**config.mk**
```make
export PLATFORM = sky130hd
export DESIGN_NAME = ps2_arrow_decoder
export DESIGN_NICKNAME = d
export VERILOG_FILES = /design/src/rtl/ps2_pkg.sv /design/src/rtl/ps2_rx_frame.sv /design/src/rtl/ps2_arrow_decoder.sv
export SDC_FILE = /design/constraint.sdc
export NUM_CORES = 1
export LEC_CHECK = 0
export ABC_AREA = 1
export CAP_MARGIN = 20
export CORE_MARGIN = 2
export CORE_UTILIZATION = 50
export DETAILED_ROUTE_END_ITERATION = 8
export PLACE_DENSITY = 0.72
export SLEW_MARGIN = 20
export SYNTH_ARGS = -nofsm -noshare
export SYNTH_HDL_FRONTEND = slang
export SYNTH_SLANG_ARGS = --single-unit
```
**constraint.sdc**
```tcl
create_clock -name clk -period 1.4 [get_ports clk]
set_input_delay 0.28 -clock clk [delete_from_list [all_inputs] [get_ports clk]]
set_output_delay 0.28 -clock clk [all_outputs]
set_load 0.02 [all_outputs]
```
**src/rtl/ps2_pkg.sv**
```systemverilog
// Shared constants and types for the PS/2 arrow-key front end.
// Holds scan codes, the frame length, decoder states and the arrow-code lookup.
package ps2_pkg;

  localparam int FRAME_LEN = 11;

  localparam logic [7:0] SC_EXT   = 8'hE0;
  localparam logic [7:0] SC_BRK   = 8'hF0;
  localparam logic [7:0] SC_UP    = 8'h75;
  localparam logic [7:0] SC_DOWN  = 8'h72;
  localparam logic [7:0] SC_LEFT  = 8'h6B;
  localparam logic [7:0] SC_RIGHT = 8'h74;

  // bit positions in the 4-bit direction vector
  localparam int KEY_UP    = 0;
  localparam int KEY_DOWN  = 1;
  localparam int KEY_LEFT  = 2;
  localparam int KEY_RIGHT = 3;

  typedef enum logic [1:0] {
    ST_IDLE,
    ST_EXT,
    ST_BRK,
    ST_EXT_BRK
  } dec_state_t;

  function automatic logic [3:0] arrow_mask(input logic [7:0] code);
    logic [3:0] mask;
    mask = 4'b0000;
    case (code)
      SC_UP:    mask[KEY_UP]    = 1'b1;
      SC_DOWN:  mask[KEY_DOWN]  = 1'b1;
      SC_LEFT:  mask[KEY_LEFT]  = 1'b1;
      SC_RIGHT: mask[KEY_RIGHT] = 1'b1;
      default:  mask = 4'b0000;
    endcase
    return mask;
  endfunction

endpackage

```
**src/rtl/ps2_rx_frame.sv**
```systemverilog
// PS/2 receive deframer: pin synchronizers, ps2_clk glitch filter, 11-bit
// shift register, start/stop/odd-parity check and mid-frame timeout.
module ps2_rx_frame
  import ps2_pkg::*;
#(
  parameter int FILTER_LEN     = 8,
  parameter int TIMEOUT_CYCLES = 20000
) (
  input  logic       clk,
  input  logic       reset,
  input  logic       ps2_clk,
  input  logic       ps2_data,
  output logic [7:0] rx_data,
  output logic       rx_valid,
  output logic       rx_err
);

  localparam int FW = $clog2(FILTER_LEN + 1);
  localparam int TW = $clog2(TIMEOUT_CYCLES);
  localparam int BW = $clog2(FRAME_LEN);

  logic [1:0]           clk_sync;
  logic [1:0]           data_sync;
  logic [FW-1:0]        filt_cnt;
  logic                 clk_filt;
  logic                 filt_prev;
  logic                 filt_fall;
  logic [FRAME_LEN-1:0] shreg;
  logic [BW-1:0]        bit_cnt;
  logic [TW-1:0]        to_cnt;
  logic                 frame_done;
  logic                 frame_ok;

  always_ff @(posedge clk) begin
    if (reset) begin
      clk_sync  <= 2'b11;
      data_sync <= 2'b11;
    end else begin
      clk_sync  <= {clk_sync[0], ps2_clk};
      data_sync <= {data_sync[0], ps2_data};
    end
  end

  // filtered clock only moves after FILTER_LEN consecutive disagreeing samples
  always_ff @(posedge clk) begin
    if (reset) begin
      filt_cnt  <= '0;
      clk_filt  <= 1'b1;
      filt_prev <= 1'b1;
    end else begin
      filt_prev <= clk_filt;
      if (clk_sync[1] != clk_filt) begin
        if (filt_cnt == FW'(FILTER_LEN - 1)) begin
          clk_filt <= ~clk_filt;
          filt_cnt <= '0;
        end else begin
          filt_cnt <= filt_cnt + 1'b1;
        end
      end else begin
        filt_cnt <= '0;
      end
    end
  end

  assign filt_fall = filt_prev & ~clk_filt;

  // timeout is a down-counter reloaded on every falling edge and while idle
  always_ff @(posedge clk) begin
    if (reset) begin
      shreg      <= '0;
      bit_cnt    <= '0;
      frame_done <= 1'b0;
      to_cnt     <= TW'(TIMEOUT_CYCLES - 1);
    end else begin
      frame_done <= 1'b0;
      if (filt_fall) begin
        shreg  <= {data_sync[1], shreg[FRAME_LEN-1:1]};
        to_cnt <= TW'(TIMEOUT_CYCLES - 1);
        if (bit_cnt == BW'(FRAME_LEN - 1)) begin
          bit_cnt    <= '0;
          frame_done <= 1'b1;
        end else begin
          bit_cnt <= bit_cnt + 1'b1;
        end
      end else if (bit_cnt == '0) begin
        to_cnt <= TW'(TIMEOUT_CYCLES - 1);
      end else if (to_cnt == '0) begin
        bit_cnt <= '0;
      end else begin
        to_cnt <= to_cnt - 1'b1;
      end
    end
  end

  // start low, stop high, odd parity across data plus parity bit
  assign frame_ok = ~shreg[0] & shreg[FRAME_LEN-1] & (^shreg[9:1]);

  always_ff @(posedge clk) begin
    if (reset) begin
      rx_data  <= '0;
      rx_valid <= 1'b0;
      rx_err   <= 1'b0;
    end else begin
      rx_valid <= frame_done & frame_ok;
      rx_err   <= frame_done & ~frame_ok;
      if (frame_done && frame_ok) begin
        rx_data <= shreg[8:1];
      end
    end
  end

endmodule

```
**src/rtl/ps2_arrow_decoder.sv**
```systemverilog
// PS/2 arrow-key decoder: E0/F0 prefix tracking, held direction levels and
// one-cycle press pulses for the cursor logic.
//
//   state      | meaning
//   -----------+----------------------------------------
//   ST_IDLE    | no prefix pending
//   ST_EXT     | E0 seen, next byte is an extended make
//   ST_BRK     | F0 seen without E0
//   ST_EXT_BRK | E0 and F0 seen, next byte is an extended break
module ps2_arrow_decoder
  import ps2_pkg::*;
#(
  parameter int FILTER_LEN     = 8,
  parameter int TIMEOUT_CYCLES = 20000
) (
  input  logic       clk,
  input  logic       reset,
  input  logic       ps2_clk,
  input  logic       ps2_data,
  output logic [7:0] rx_data,
  output logic       rx_valid,
  output logic       rx_err,
  output logic       left,
  output logic       right,
  output logic       up,
  output logic       down,
  output logic       left_p,
  output logic       right_p,
  output logic       up_p,
  output logic       down_p
);

  dec_state_t state_q, state_d;
  logic [3:0] lvl_q, lvl_d;
  logic [3:0] lvl_prev_q;
  logic [3:0] pulse_q;

  ps2_rx_frame #(
    .FILTER_LEN     (FILTER_LEN),
    .TIMEOUT_CYCLES (TIMEOUT_CYCLES)
  ) u_rx_frame (
    .clk      (clk),
    .reset    (reset),
    .ps2_clk  (ps2_clk),
    .ps2_data (ps2_data),
    .rx_data  (rx_data),
    .rx_valid (rx_valid),
    .rx_err   (rx_err)
  );

  always_ff @(posedge clk) begin
    if (reset) begin
      state_q    <= ST_IDLE;
      lvl_q      <= '0;
      lvl_prev_q <= '0;
      pulse_q    <= '0;
    end else begin
      state_q    <= state_d;
      lvl_q      <= lvl_d;
      lvl_prev_q <= lvl_q;
      pulse_q    <= lvl_q & ~lvl_prev_q;
    end
  end

  always_comb begin
    state_d = state_q;
    lvl_d   = lvl_q;
    if (rx_err) begin
      state_d = ST_IDLE;
    end else if (rx_valid) begin
      case (state_q)
        ST_IDLE: begin
          if (rx_data == SC_EXT)      state_d = ST_EXT;
          else if (rx_data == SC_BRK) state_d = ST_BRK;
          else                        state_d = ST_IDLE;
        end
        ST_EXT: begin
          if (rx_data == SC_BRK) begin
            state_d = ST_EXT_BRK;
          end else begin
            lvl_d   = lvl_q | arrow_mask(rx_data);
            state_d = ST_IDLE;
          end
        end
        ST_BRK: begin
          if (rx_data == SC_EXT) state_d = ST_EXT_BRK;
          else                   state_d = ST_IDLE;
        end
        ST_EXT_BRK: begin
          lvl_d   = lvl_q & ~arrow_mask(rx_data);
          state_d = ST_IDLE;
        end
        default: state_d = ST_IDLE;
      endcase
    end
  end

  assign up      = lvl_q[KEY_UP];
  assign down    = lvl_q[KEY_DOWN];
  assign left    = lvl_q[KEY_LEFT];
  assign right   = lvl_q[KEY_RIGHT];
  assign up_p    = pulse_q[KEY_UP];
  assign down_p  = pulse_q[KEY_DOWN];
  assign left_p  = pulse_q[KEY_LEFT];
  assign right_p = pulse_q[KEY_RIGHT];

endmodule

```
==> impl_metrics.csv <==
group,metric,value,unit
outcome,run_status,"finished, violations left",
outcome,violations,"setup timing",
logic_synthesis,seq_area_frac_synth,0.456,
clocking,cts_hold_buf,0,
logic_synthesis,yosys-top-cells-area,"dfxtp_1, nand2_1, inv_1, nor2_1, nand4_1",
logic_synthesis,postSynth.asyncResetShare,0,
placement,final_weighted_congestion_in_routability_driven_placement,0.857,
grt,first_global_vias,2491,
pwr,vdd.ir_drop.worst,0.766,mV
worst_setup_path,reg2reg_setup_slack,-30,ps
floorplan,die_x,79.5,um
logic_synthesis,yosys.area.top_type,"dfxtp_1",
worst_setup_path,worstPathArrival,1670,ps
worst_setup_path,crit_path_start_kind,"flop",
floorplan,initial_util,0.518,
floorplan,core,0.00551,mm2
clocking,clock_sink_count,65,
timing,timing.final.setup_violations,5,
routing,total_vias_in_the_final_route,2704,
grt,overflow,0,
grt,gr-usage-all-layers,0.214,
routing,post_drt_wl_per_cell,12.8,um
pwr,p_per_area,969,mW/mm2
worst_setup_path,critPathRequiredTime,1640,ps
routing,postRouteAntennaNets,0,
worst_setup_path,worst_setup_path_end_kind,"flop",
timing,layout_setup_ws,-28.6,ps
logic_synthesis,syn_avg_cell_area,7.49,um2
clocking,clkLatencyLatePin,350,ps
routing,drt_first_pass_iters,4,
logic_synthesis,mappedNetlistNets,390,
logic_synthesis,ys_top_cells_by_count,"nand2_1, dfxtp_1, inv_1",
routing,drcViolationCount,0,
timing,fin_setup_tns,-55.0,ps
pwr,leakage,1.74,nW
routing,detailedRoute.firstIterationViolations,182,
routing,routed_wl,6690,um
logic_synthesis,synthesis.instances,381,
logic_synthesis,synth_top_cell_area_share,0.456,
placement,numPortBuffers,21,
logic_synthesis,post_synth_num_cell_types,34,
logic_synthesis,synthFlopType,"dfxtp_1",
timing,timing.final.hold_violations,0,
logic_synthesis,synth_seq_cells,65,
timing,worst_pin_slew,479,ps
timing,clock_skew,9.60,ps
logic_synthesis,synth_warnings,0,
clocking,clock_path_buffers,2,
final_layout,syn_to_final_growth,34.7,%
logic_synthesis,netlist_area,0.00285,mm2
routing,via_per_inst,5.16,
worst_setup_path,timing.setup.critical_path_class,"reg -> reg",
timing,worst_slew_margin_rel,0.680,
logic_synthesis,synth-edff-count,0,
clocking,clkSlewWorstSetupHoldPaths,70,ps
final_layout,area_of_the_multi_input_gates,0.00148,mm2
final_layout,fill_cells,433,
worst_setup_path,timing.critical_path.fanout_max,3,
clocking,cts-htree-levels,3,
timing,fmax,0.700,GHz
timing,setup_repair_after_global_routing_missed_its_margin,"yes",
hold_path,min-delay-path-class,"reg -> reg",
clocking,cts.root.buffer_cell,"clkbuf_8",
final_layout,nets,456,
grt,grt_antenna_before_repair,0,
floorplan,ios,22,
timing,fin_crit_sh,1.02,
floorplan,rows,27,
floorplan,die_h,79.5,um
final_layout,sequential_cell_area,0.00132,mm2
clocking,number_of_buffers_created_by_cts,9,
final_layout,fraction_of_layout_instances_using_a_drive_strength_above_1,0.319,
logic_synthesis,yosys.cell_count.top_type,"nand2_1",
placement,pre_cts_slack,-153,ps
grt,grt_max_degree,16,
placement,dp_hpwl,4370,um
clocking,tritoncts,"done",
grt,grt_first_pass_wirelength,10800,um
timing,timing.final.max_slew_violations,0,
floorplan,die-area,0.00633,mm2
final_layout,antenna_cells_inserted,0,
run,cap_violations,0,
timing,period_minus_slack,1430,ps
## registers in the layout (all words and copies together) (netlist names), named ones only
name                   count
pulse_q                    4
u_rx_frame.clk_filt        1
u_rx_frame.frame_done      1
u_rx_frame.rx_err          1
u_rx_frame.filt_cnt        4
u_rx_frame.rx_valid        1
u_rx_frame.shreg          11
lvl_prev_q                 4
state_q                    2
u_rx_frame.clk_sync        2
u_rx_frame.to_cnt         15
u_rx_frame.filt_prev       1
u_rx_frame.rx_data         8
u_rx_frame.bit_cnt         4
u_rx_frame.data_sync       2
## kinds of logic (layout without fill, tap and decap cells)
| family | after synthesis | after routing | share of synthesized area |
|---|---|---|---|
| xor+xnor | 9 | 9 | 0.0276 |
| simple gates | 189 | 191 | 0.307 |
| compound gates | 40 | 40 | 0.0829 |
| flops | 65 | 65 | 0.456 |
| buf+inv | 73 | 142 | 0.104 |
| fa+ha+maj | 5 | 5 | 0.0219 |
## area by class of cell
cell class | count | share of cell area
timing repair buffer | 58 | 0.121
multi-input combinational | 245 | 0.386
tap | 72 | 0.0234
inverter | 68 | 0.0671
sequential | 65 | 0.343
clock inverter | 4 | 0.0195
clock buffer | 12 | 0.0404
## layer usage
metal  wire (um)  part of all wire  vias to the layer above  global-route usage
li1            -                 -                     1351                   -
met1        2890              0.43                     1272               0.269
met2        3390              0.51                       62               0.361
met3         270             0.040                       19              0.0407
met4         141             0.021                        0              0.0862
met5           0                 0                        -                   0
## cell usage in the layout, fill, tap and decap left out, drive strengths merged
master,instances
nand2,86
inv,67
dfxtp,65
nor2,49
buf,37
nand4,18
nand3,17
dlygate4sd2,14
clkbuf,14
nor3,13
o21ai,12
a21oi,11
o22ai,9
xor2,5
ha,5
xnor2,4
o211ai,4
or2,4
clkdlybuf4s50,3
nor4,3
clkinvlp,2
bufinv,2
clkdlybuf4s15,2
o221ai,1
clkinv,1
a211o,1
nor3b,1
o311a,1
o31ai,1
## power breakdown
| group | total, mW | internal (mW) | switching, mW |
|---|---|---|---|
| clock network | 1.81 | 1.10 | 0.708 |
| logic | 0.0600 | 0.0271 | 0.0329 |
| registers | 1.86 | 1.85 | 0.00212 |
## worst paths after layout
check                               startpoint                                end  depth (start not counted)
max reg2reg  u_rx_frame.to_cnt[0]$_SDFFE_PP1P_  u_rx_frame.to_cnt[5]$_SDFFE_PP0P_                          9
max          u_rx_frame.to_cnt[0]$_SDFFE_PP1P_  u_rx_frame.to_cnt[5]$_SDFFE_PP0P_                          9
min                   lvl_prev_q[3]$_SDFF_PP0_              pulse_q[3]$_SDFF_PP0_                          1
min reg2reg           lvl_prev_q[3]$_SDFF_PP0_              pulse_q[3]$_SDFF_PP0_                          1
## metrics by stage
stage / total power [mW] / utilization / std cells / cell area, um2 / hold slack (ps)
after detailed placement: 1.96 / 0.605 / 496 / 3330 / 394
after global placement: 1.96 / 0.605 / 496 / 3330 / 378
after global routing: 3.84 / 0.698 / 524 / 3840 / 408
after floorplan: 1.93 / - / 381 / 2870 / 373
final: 3.72 / 0.698 / 524 / 3840 / 396
after CTS: 3.75 / 0.660 / 516 / 3630 / 403
## repair_timing
action,4_1_cts,5_1_grt
endpoints found under the setup margin,30,36
setup buffers,2,8
gates cloned,2,0
gates resized for setup,39,63
pin swaps,18,30
## worst max-delay path, stage by stage (launching register included)
cell and delay [ps]:
dfxtp_2 330, inv_2 80, ha_4 160, nand2_4 70
nor3_4 130, nand4_1 180, nand3_2 140, nor2_2 60
a21oi_2 130, nor2_1 50
Note: power is estimated with default switching activity, not from simulation.
